==> config.mk <==
export PLATFORM = sky130hd
export DESIGN_NAME = ahb_multiplexor_n_flat
export DESIGN_NICKNAME = d
export VERILOG_FILES = /design/src/rtl/ahb_multiplexor_n_if.sv /design/src/rtl/ahb_multiplexor_n.sv /design/src/flat_wrapper.sv
export SDC_FILE = /design/constraint.sdc
export NUM_CORES = 1
export LEC_CHECK = 0
export ABC_AREA = 1
export BUFFER_PORTS_ARGS = -buffer_cell sky130_fd_sc_hd__buf_2
export CORE_AREA = 2 2 68 70
export DETAILED_ROUTE_END_ITERATION = 6
export DIE_AREA = 0 0 70 72
export MAX_ROUTING_LAYER = met4
export PLACE_DENSITY_LB_ADDON = 0.3
export SLEW_MARGIN = 20
export SYNTH_ARGS = -nofsm -noshare
export SYNTH_HDL_FRONTEND = slang
export SYNTH_SLANG_ARGS = --single-unit
==> constraint.sdc <==
create_clock -name ahb_clk_in -period 1.6 [get_ports ahb_clk_in]
set_input_delay 0.24 -clock ahb_clk_in [delete_from_list [all_inputs] [get_ports ahb_clk_in]]
set_output_delay 0.24 -clock ahb_clk_in [all_outputs]
set_load 0.02 [all_outputs]
==> src/rtl/ahb_multiplexor_n_if.sv <==
// ahb_multiplexor_n_if: bus signals between decoder, slaves, master and the response multiplexor
interface ahb_multiplexor_n_if #(
    parameter int AHB_DATA_WIDTH = 32,
    parameter int SLAVE_DEVICES  = 4
);
    localparam int SEL_WIDTH = $clog2(SLAVE_DEVICES + 2);
    logic [1:0]                              ahb_trans_in;
    logic [SEL_WIDTH-1:0]                    decoder_sel_in;
    logic [SLAVE_DEVICES*AHB_DATA_WIDTH-1:0] slave_rdata_in;
    logic [SLAVE_DEVICES-1:0]                slave_readyout_in;
    logic [SLAVE_DEVICES-1:0]                slave_resp_in;
    logic [AHB_DATA_WIDTH-1:0]               ahb_rdata_out;
    logic                                    ahb_ready_out;
    logic                                    ahb_resp_out;
    modport slave (
        input  ahb_trans_in, decoder_sel_in, slave_rdata_in, slave_readyout_in, slave_resp_in,
        output ahb_rdata_out, ahb_ready_out, ahb_resp_out
    );
    modport master (
        output ahb_trans_in, decoder_sel_in, slave_rdata_in, slave_readyout_in, slave_resp_in,
        input  ahb_rdata_out, ahb_ready_out, ahb_resp_out
    );
endinterface

==> src/rtl/ahb_multiplexor_n.sv <==
// ahb_multiplexor_n: AHB slave-to-master response mux with default ERROR slave; AHB_MUX_ERR_COUNT_EN adds err_count_out
module ahb_multiplexor_n #(
    parameter int AHB_DATA_WIDTH = 32,
    parameter int SLAVE_DEVICES  = 4
) (
    input  logic                 ahb_clk_in,
    input  logic                 ahb_rstn_in,
    ahb_multiplexor_n_if.slave   bus
`ifdef AHB_MUX_ERR_COUNT_EN
    ,
    output logic [15:0]          err_count_out
`endif
);
    localparam int SEL_WIDTH = $clog2(SLAVE_DEVICES + 2);
    localparam logic [SEL_WIDTH-1:0] SEL_MAX = SEL_WIDTH'(SLAVE_DEVICES + 1);
    localparam logic [SEL_WIDTH-1:0] SEL_DEF = SEL_WIDTH'(1);

    typedef enum logic [1:0] {DS_IDLE, DS_ERR1, DS_ERR2} ds_state_t;

    ds_state_t                 ds_state_q;
    logic                      ds_ready_q;
    logic                      ds_resp_q;
    logic [SEL_WIDTH-1:0]      dsel_q;
    logic [SEL_WIDTH-1:0]      dsel_d;
    logic [SEL_WIDTH-1:0]      sel_map;
    logic                      active;
    logic [AHB_DATA_WIDTH-1:0] rdata;
    logic                      ready;
    logic                      resp;

    assign sel_map = (bus.decoder_sel_in > SEL_MAX) ? SEL_DEF : bus.decoder_sel_in;
    assign active  = bus.ahb_trans_in[1];
    assign dsel_d  = ready ? sel_map : dsel_q;

    // Data-phase select only advances when the current data phase completes
    always_ff @(posedge ahb_clk_in or negedge ahb_rstn_in) begin
        if (!ahb_rstn_in) dsel_q <= '0;
        else dsel_q <= dsel_d;
    end

    // Default slave: OKAY for idle accesses, two-cycle ERROR for active unmapped ones
    always_ff @(posedge ahb_clk_in or negedge ahb_rstn_in) begin
        if (!ahb_rstn_in) begin
            ds_state_q <= DS_IDLE;
            ds_ready_q <= 1'b1;
            ds_resp_q  <= 1'b0;
        end else if (ds_state_q == DS_ERR1) begin
            ds_state_q <= DS_ERR2;
            ds_ready_q <= 1'b1;
            ds_resp_q  <= 1'b1;
        end else if (ready) begin
            ds_state_q <= (sel_map == SEL_DEF && active) ? DS_ERR1 : DS_IDLE;
            ds_ready_q <= !(sel_map == SEL_DEF && active);
            ds_resp_q  <= sel_map == SEL_DEF && active;
        end
    end

    // Route the data-phase owner's response to the master; unselected slaves never leak through
    always_comb begin
        rdata = '0;
        ready = 1'b1;
        resp  = 1'b0;
        if (dsel_q == SEL_DEF) begin
            ready = ds_ready_q;
            resp  = ds_resp_q;
        end
        for (int k = 0; k < SLAVE_DEVICES; k++) begin
            if (dsel_q == SEL_WIDTH'(k + 2)) begin
                rdata = bus.slave_rdata_in[k*AHB_DATA_WIDTH +: AHB_DATA_WIDTH];
                ready = bus.slave_readyout_in[k];
                resp  = bus.slave_resp_in[k];
            end
        end
    end

    assign bus.ahb_rdata_out = rdata;
    assign bus.ahb_ready_out = ready;
    assign bus.ahb_resp_out  = resp;

`ifdef AHB_MUX_ERR_COUNT_EN
    logic [15:0] err_q;

    // One count per completed ERROR response, saturating
    always_ff @(posedge ahb_clk_in or negedge ahb_rstn_in) begin
        if (!ahb_rstn_in) err_q <= '0;
        else if (ready && resp && err_q != 16'hFFFF) err_q <= err_q + 16'd1;
    end

    assign err_count_out = err_q;
`endif
endmodule
==> src/flat_wrapper.sv <==
// flat-port wrapper written by rule: the top's interface ports become plain ports
module ahb_multiplexor_n_flat 
#(
    parameter int AHB_DATA_WIDTH = 32,
    parameter int SLAVE_DEVICES  = 4
)
  (ahb_clk_in, ahb_rstn_in, bus_ahb_trans_in, bus_decoder_sel_in, bus_slave_rdata_in, bus_slave_readyout_in, bus_slave_resp_in, bus_ahb_rdata_out, bus_ahb_ready_out, bus_ahb_resp_out);
  ahb_multiplexor_n_if #(.AHB_DATA_WIDTH(AHB_DATA_WIDTH), .SLAVE_DEVICES(SLAVE_DEVICES)) bus_i ();
  input  logic ahb_clk_in;
  input  logic ahb_rstn_in;
  input wire logic [$bits(bus_i.ahb_trans_in)-1:0] bus_ahb_trans_in;
  input wire logic [$bits(bus_i.decoder_sel_in)-1:0] bus_decoder_sel_in;
  input wire logic [$bits(bus_i.slave_rdata_in)-1:0] bus_slave_rdata_in;
  input wire logic [$bits(bus_i.slave_readyout_in)-1:0] bus_slave_readyout_in;
  input wire logic [$bits(bus_i.slave_resp_in)-1:0] bus_slave_resp_in;
  output wire logic [$bits(bus_i.ahb_rdata_out)-1:0] bus_ahb_rdata_out;
  output wire logic [$bits(bus_i.ahb_ready_out)-1:0] bus_ahb_ready_out;
  output wire logic [$bits(bus_i.ahb_resp_out)-1:0] bus_ahb_resp_out;
  assign bus_i.ahb_trans_in = bus_ahb_trans_in;
  assign bus_i.decoder_sel_in = bus_decoder_sel_in;
  assign bus_i.slave_rdata_in = bus_slave_rdata_in;
  assign bus_i.slave_readyout_in = bus_slave_readyout_in;
  assign bus_i.slave_resp_in = bus_slave_resp_in;
  assign bus_ahb_rdata_out = bus_i.ahb_rdata_out;
  assign bus_ahb_ready_out = bus_i.ahb_ready_out;
  assign bus_ahb_resp_out = bus_i.ahb_resp_out;
  ahb_multiplexor_n #(.AHB_DATA_WIDTH(AHB_DATA_WIDTH), .SLAVE_DEVICES(SLAVE_DEVICES)) u_core (.ahb_clk_in(ahb_clk_in), .ahb_rstn_in(ahb_rstn_in), .bus(bus_i));
endmodule
=== Word-level counts from Yosys, hierarchy flattened ===
Index checks and enable logic that the tools add are counted.

* Latch bits: 0
* Output and inout bits: 34
* Memories: 0
* Memory bits (writable): 0
* Register bits after elaboration: 7
* Bits in read-only memories: 0
* Bits of input ports: 143

* $mul: 0
* $add $sub $neg: 0
* Equal/unequal tests: 7
* Divide/modulo/power cells: 0
* Order comparisons: 1
* Shift operators: 0
* Reductions and logical operators: 3
* Bitwise operators: 0
* Multiplexer cells: 22

{| class="wikitable"
|+ Operator list
! operator !! count
|-
| 32-bit 2-to-1 mux || 4
|-
| 1-bit 2-to-1 mux || 15
|-
| 3-bit by 1-bit == test with 1-bit output (second input constant) || 2
|-
| 3-bit by 2-bit == test with 1-bit output (second input constant) || 2
|-
| 3-bit == test (second input constant) || 2
|-
| 2-bit 2-to-1 mux || 2
|-
| 3-bit > comparator (second input constant) || 1
|-
| 3-bit 2-to-1 mux || 1
|-
| 2-bit by 1-bit == test with 1-bit output (second input constant) || 1
|-
| 2-bit nonzero test || 1
|-
| 1-bit logical AND || 1
|-
| 1-bit zero test || 1
|}

=== Depth between registers and ports, before layout ===
* Depth in word-level cells: 8
* Depth in mapped cells: 9

=== Worst setup path after synthesis ===
OpenSTA, ideal clock, no wires.

* Path kind: register to output
* From: reg u_core.dsel_q[2]
* To: out bus_ahb_rdata_out[10]
* Setup slack: 147 ps
* Stages on the path, launching flop included: 8
* Arrival: 1213 ps
* Path through: dfrtp_1 -> inv_2 -> nor2_2 -> inv_2 -> nor2_2 -> buf_2 -> nand2_1 -> nand3_1

* Word-level cells in the longest chain between the ends: 5
* Elaborated cells on any way between the ends: 8
* Those cells by class: eq/ne: 4; mux: 4

{| class="wikitable"
|+ Ends and longest elaborated chain
! item !! RTL line !! RTL
|-
| from (decl) || ahb_multiplexor_n.sv:23 || <nowiki>logic [SEL_WIDTH-1:0] dsel_q;</nowiki>
|-
| from (signal assigned) || ahb_multiplexor_n.sv:38 || <nowiki>else dsel_q <= dsel_d;</nowiki>
|-
| 3-bit by 2-bit == test with 1-bit output || ahb_multiplexor_n.sv:68 || <nowiki>if (dsel_q == SEL_WIDTH'(k + 2)) begin</nowiki>
|-
| 32-bit 2-to-1 mux (3 in series) || ahb_multiplexor_n.sv:68 ||
|-
| 32-bit 2-to-1 mux * || ahb_multiplexor_n.sv:68 ||
|-
| to (decl) || flat_wrapper.sv:16 || <nowiki>output wire logic [$bits(bus_i.ahb_rdata_out)-1:0] bus_ahb_rdata_out;</nowiki>
|}

Every way passes the cells marked *; elsewhere a longest branch is shown, timed or not.

=== Worst setup path after layout ===
* From: reg u_core.dsel_q[1]
* To: out bus_ahb_rdata_out[4]

Same word-level chain as after synthesis.

==> out/qor.txt <==
Status - finished with violations
Failing checks - negative setup slack
Initial antenna violation count - 0
R2R cell count - 10
Leak - 1.56 nW
Crit path to - bus_ahb_rdata_out[4]
FF-to-FF End - u_core.dsel_q[2]
Total power draw - 4.64 mW
Gr usage total - 0.228
Skew final - 4.32 ps
Slew @ Worst Pin - 214 ps
RR Startpoint - u_core.dsel_q[1]
WP buf/inv - 5
Syn_nets - 352
Slowest-stage cell, CP - dfrtp_1
Dpl hpwl - 4.39 mm
Largest net degree at the start of global routing - 34
I/O Buffers - 175
P&R area growth vs syn - 138%
Crit-path max FO - 6
Placed Area - 2180 µm²
Fin cells - 451
CP Launch Type - flop
Dpl ws - -224 ps
Initial Utilization - 0.276
Max Fclk - 0.536 GHz
Final setup margin - -266 ps
Max VDD drop - 1030 µV
Number of global-route vias before repair - 2023
Routed Antenna Nets - 0
Cell taking the most area after synthesis - nand2_1
Die H - 72 µm
Dominant cells by area after synthesis - nand2_1 (27%), a22oi_1 (20%), nand3_1 (16%), dfrtp_1 (13%), buf_2 (5.1%)
Fin area - 2790 µm²
Die area - 5040 µm²
Worst-path clk slew - 40 ps
YS warnings - 0
Starting DRT DRC Count - 121
CTS Buf Count - 3
IO Count - 177
Worst skew pair latency - 230 ps
R2R setup slack - 110 ps
Cell count along the critical path - 9
Global-route wire length before repair - 9.27 mm
Total routed wirelength - 7.11 mm
Fraction of layout cells with a size suffix above 1 - 0.642
Final hold violations - 0
Mapped Cells - 209
Crit-path cells - buf_6, inv_2, nor2_2, nand2_2, inv_4, clkbuf_16, a22oi_1, nand3_1, buf_4
CP required - 1360 ps
PwrDens - 1660 nW/µm²
Clk sinks - 7
GPL Wtd Cong - 0.909
Die Span X - 70 µm
Crit path largest cell delay - 390 ps
Type of the tightest min-delay check - in2reg
Max-slew violations - 0
Crit path max-delay family - buffers and inverters
Unrepaired setup endpoints after global routing - yes
Drt pass-1 iters - 4
CP Capture Type - output port
Syn avg cell area - 5.62 µm²
Post-layout min period - 1870 ps
Fin crit share - 1.17
Cells after DPL - 435
Register area share after synthesis - 0.150
Top cell type's share of synthesized area - 0.275
CP Class - reg2out
Vias/cell - 5.16
Core area - 4260 µm²
Congestion Overflow GR - 0
Worst EP arrival - 1630 ps
Core Util, Final - 0.655
Setup tns final - -5760 ps
Setup Viol. Count Final - 34
CTS tree - built
H-tree depth - 1
Syn Std Cell Area - 1170 µm²
Routed WL per cell - 15.8 µm
Rows - 24
Count of cell types in the netlist - 18
# diodes - 0
FF+latch count, synth - 7
Clock tree buffer depth - 2
Max-Cap Viols - 0
Final nets - 543
Worst hold slack - 241 ps
Hold Startpoint - bus_decoder_sel_in[0]
Max_slew headroom - 0.856
Critical Path Start - u_core.dsel_q[1]
Routed via count - 2329
Clock root buffer - clkbuf_8
DRC violations left - 0
-- synth_stat cells --
cell,n
nand3_1,37
o21ai_1,4
buf_2,12
nor2_4,2
dfrtp_1,6
nand2_4,1
nand2_2,1
a21oi_1,3
inv_1,11
nand4_2,1
nand4_1,4
nand2_1,86
nor2_2,2
o21ai_0,1
a22oi_1,32
dfstp_2,1
nor2_1,2
inv_2,3
-- tightest hold or removal path, cell delays in order --
cell     delay, ps
buf_2           90
o21ai_1         60
nand2_1         40
-- how the worst min path moves through the flow --
stage                                  end  slack (ps)  cells past startpoint
after floorplan           u_core.ds_resp_q         -60                      0
after global placement    u_core.ds_resp_q          80                      1
after detailed placement  u_core.ds_resp_q          80                      1
after CTS                 u_core.dsel_q[0]         240                      3
after global routing      u_core.dsel_q[0]         270                      3
final                     u_core.dsel_q[0]         240                      3
-- state kept, by name (all words and copies together) (netlist names) --
| name | cells |
|---|---|
| u_core.dsel_q | 3 |
| u_core.ds_state_q | 2 |
| u_core.ds_ready_q | 1 |
| u_core.ds_resp_q | 1 |
-- cell families (layout without fill, tap and decap cells) --
group / Yosys count / count (layout) / synth area share
flops: 7 / 7 / 0.150
buf+inv: 26 / 215 / 0.0958
compound gates: 40 / 40 / 0.239
simple gates: 136 / 137 / 0.515
-- placed cells by master, fill, tap and decap left out, types with 2 or more instances in the layout --
cell	Yosys	routed
a21oi_1	3	3
a22oi_1	32	13
a22oi_2	0	19
buf_12	0	4
buf_2	12	141
buf_4	0	19
buf_6	0	30
clkbuf_16	0	2
clkbuf_8	0	3
dfrtp_1	6	5
inv_1	11	9
inv_2	3	4
nand2_1	86	84
nand2_2	1	2
nand3_1	37	17
nand3_2	0	20
nand4_1	4	4
nor2_4	2	5
o21ai_1	4	4
-- power by group --
group / switching, mW / leakage (nW) / internal [mW]
Clock: 0.0778 / 0.0228 / 0.172
Sequential: 0.0567 / 0.0864 / 0.263
Combinational: 2.18 / 1.45 / 1.90
-- routing by layer --
| metal | track usage | share of wire | routed length (µm) | up-vias |
|---|---|---|---|---|
| met1 | 0.261 | 0.36 | 2550 | 1048 |
| met2 | 0.431 | 0.54 | 3820 | 146 |
| li1 | - | - | - | 1105 |
| met3 | 0.0292 | 0.076 | 541 | 30 |
| met5 | - | 0 | 0 | - |
| met4 | 0.0406 | 0.027 | 195 | 0 |
-- final cells by class --
cell class	count	area [µm²]
clock buffers	4	45.0
fillers	386	1470
inverters	14	55.1
multi-input cells	177	1120
flip-flops and latches	7	178
well taps	52	65.1
repair buffers	197	1330
-- repair_timing --
item                                   CTS  global route
setup buffers                            5             2
cloned                                   1             3
hold buffers                             1             0
pin swaps                                3             2
endpoints found under the hold margin    6             0
resized for setup                       36            78
setup endpoints to repair               41            36
Note: power is estimated with default switching activity, not from simulation.
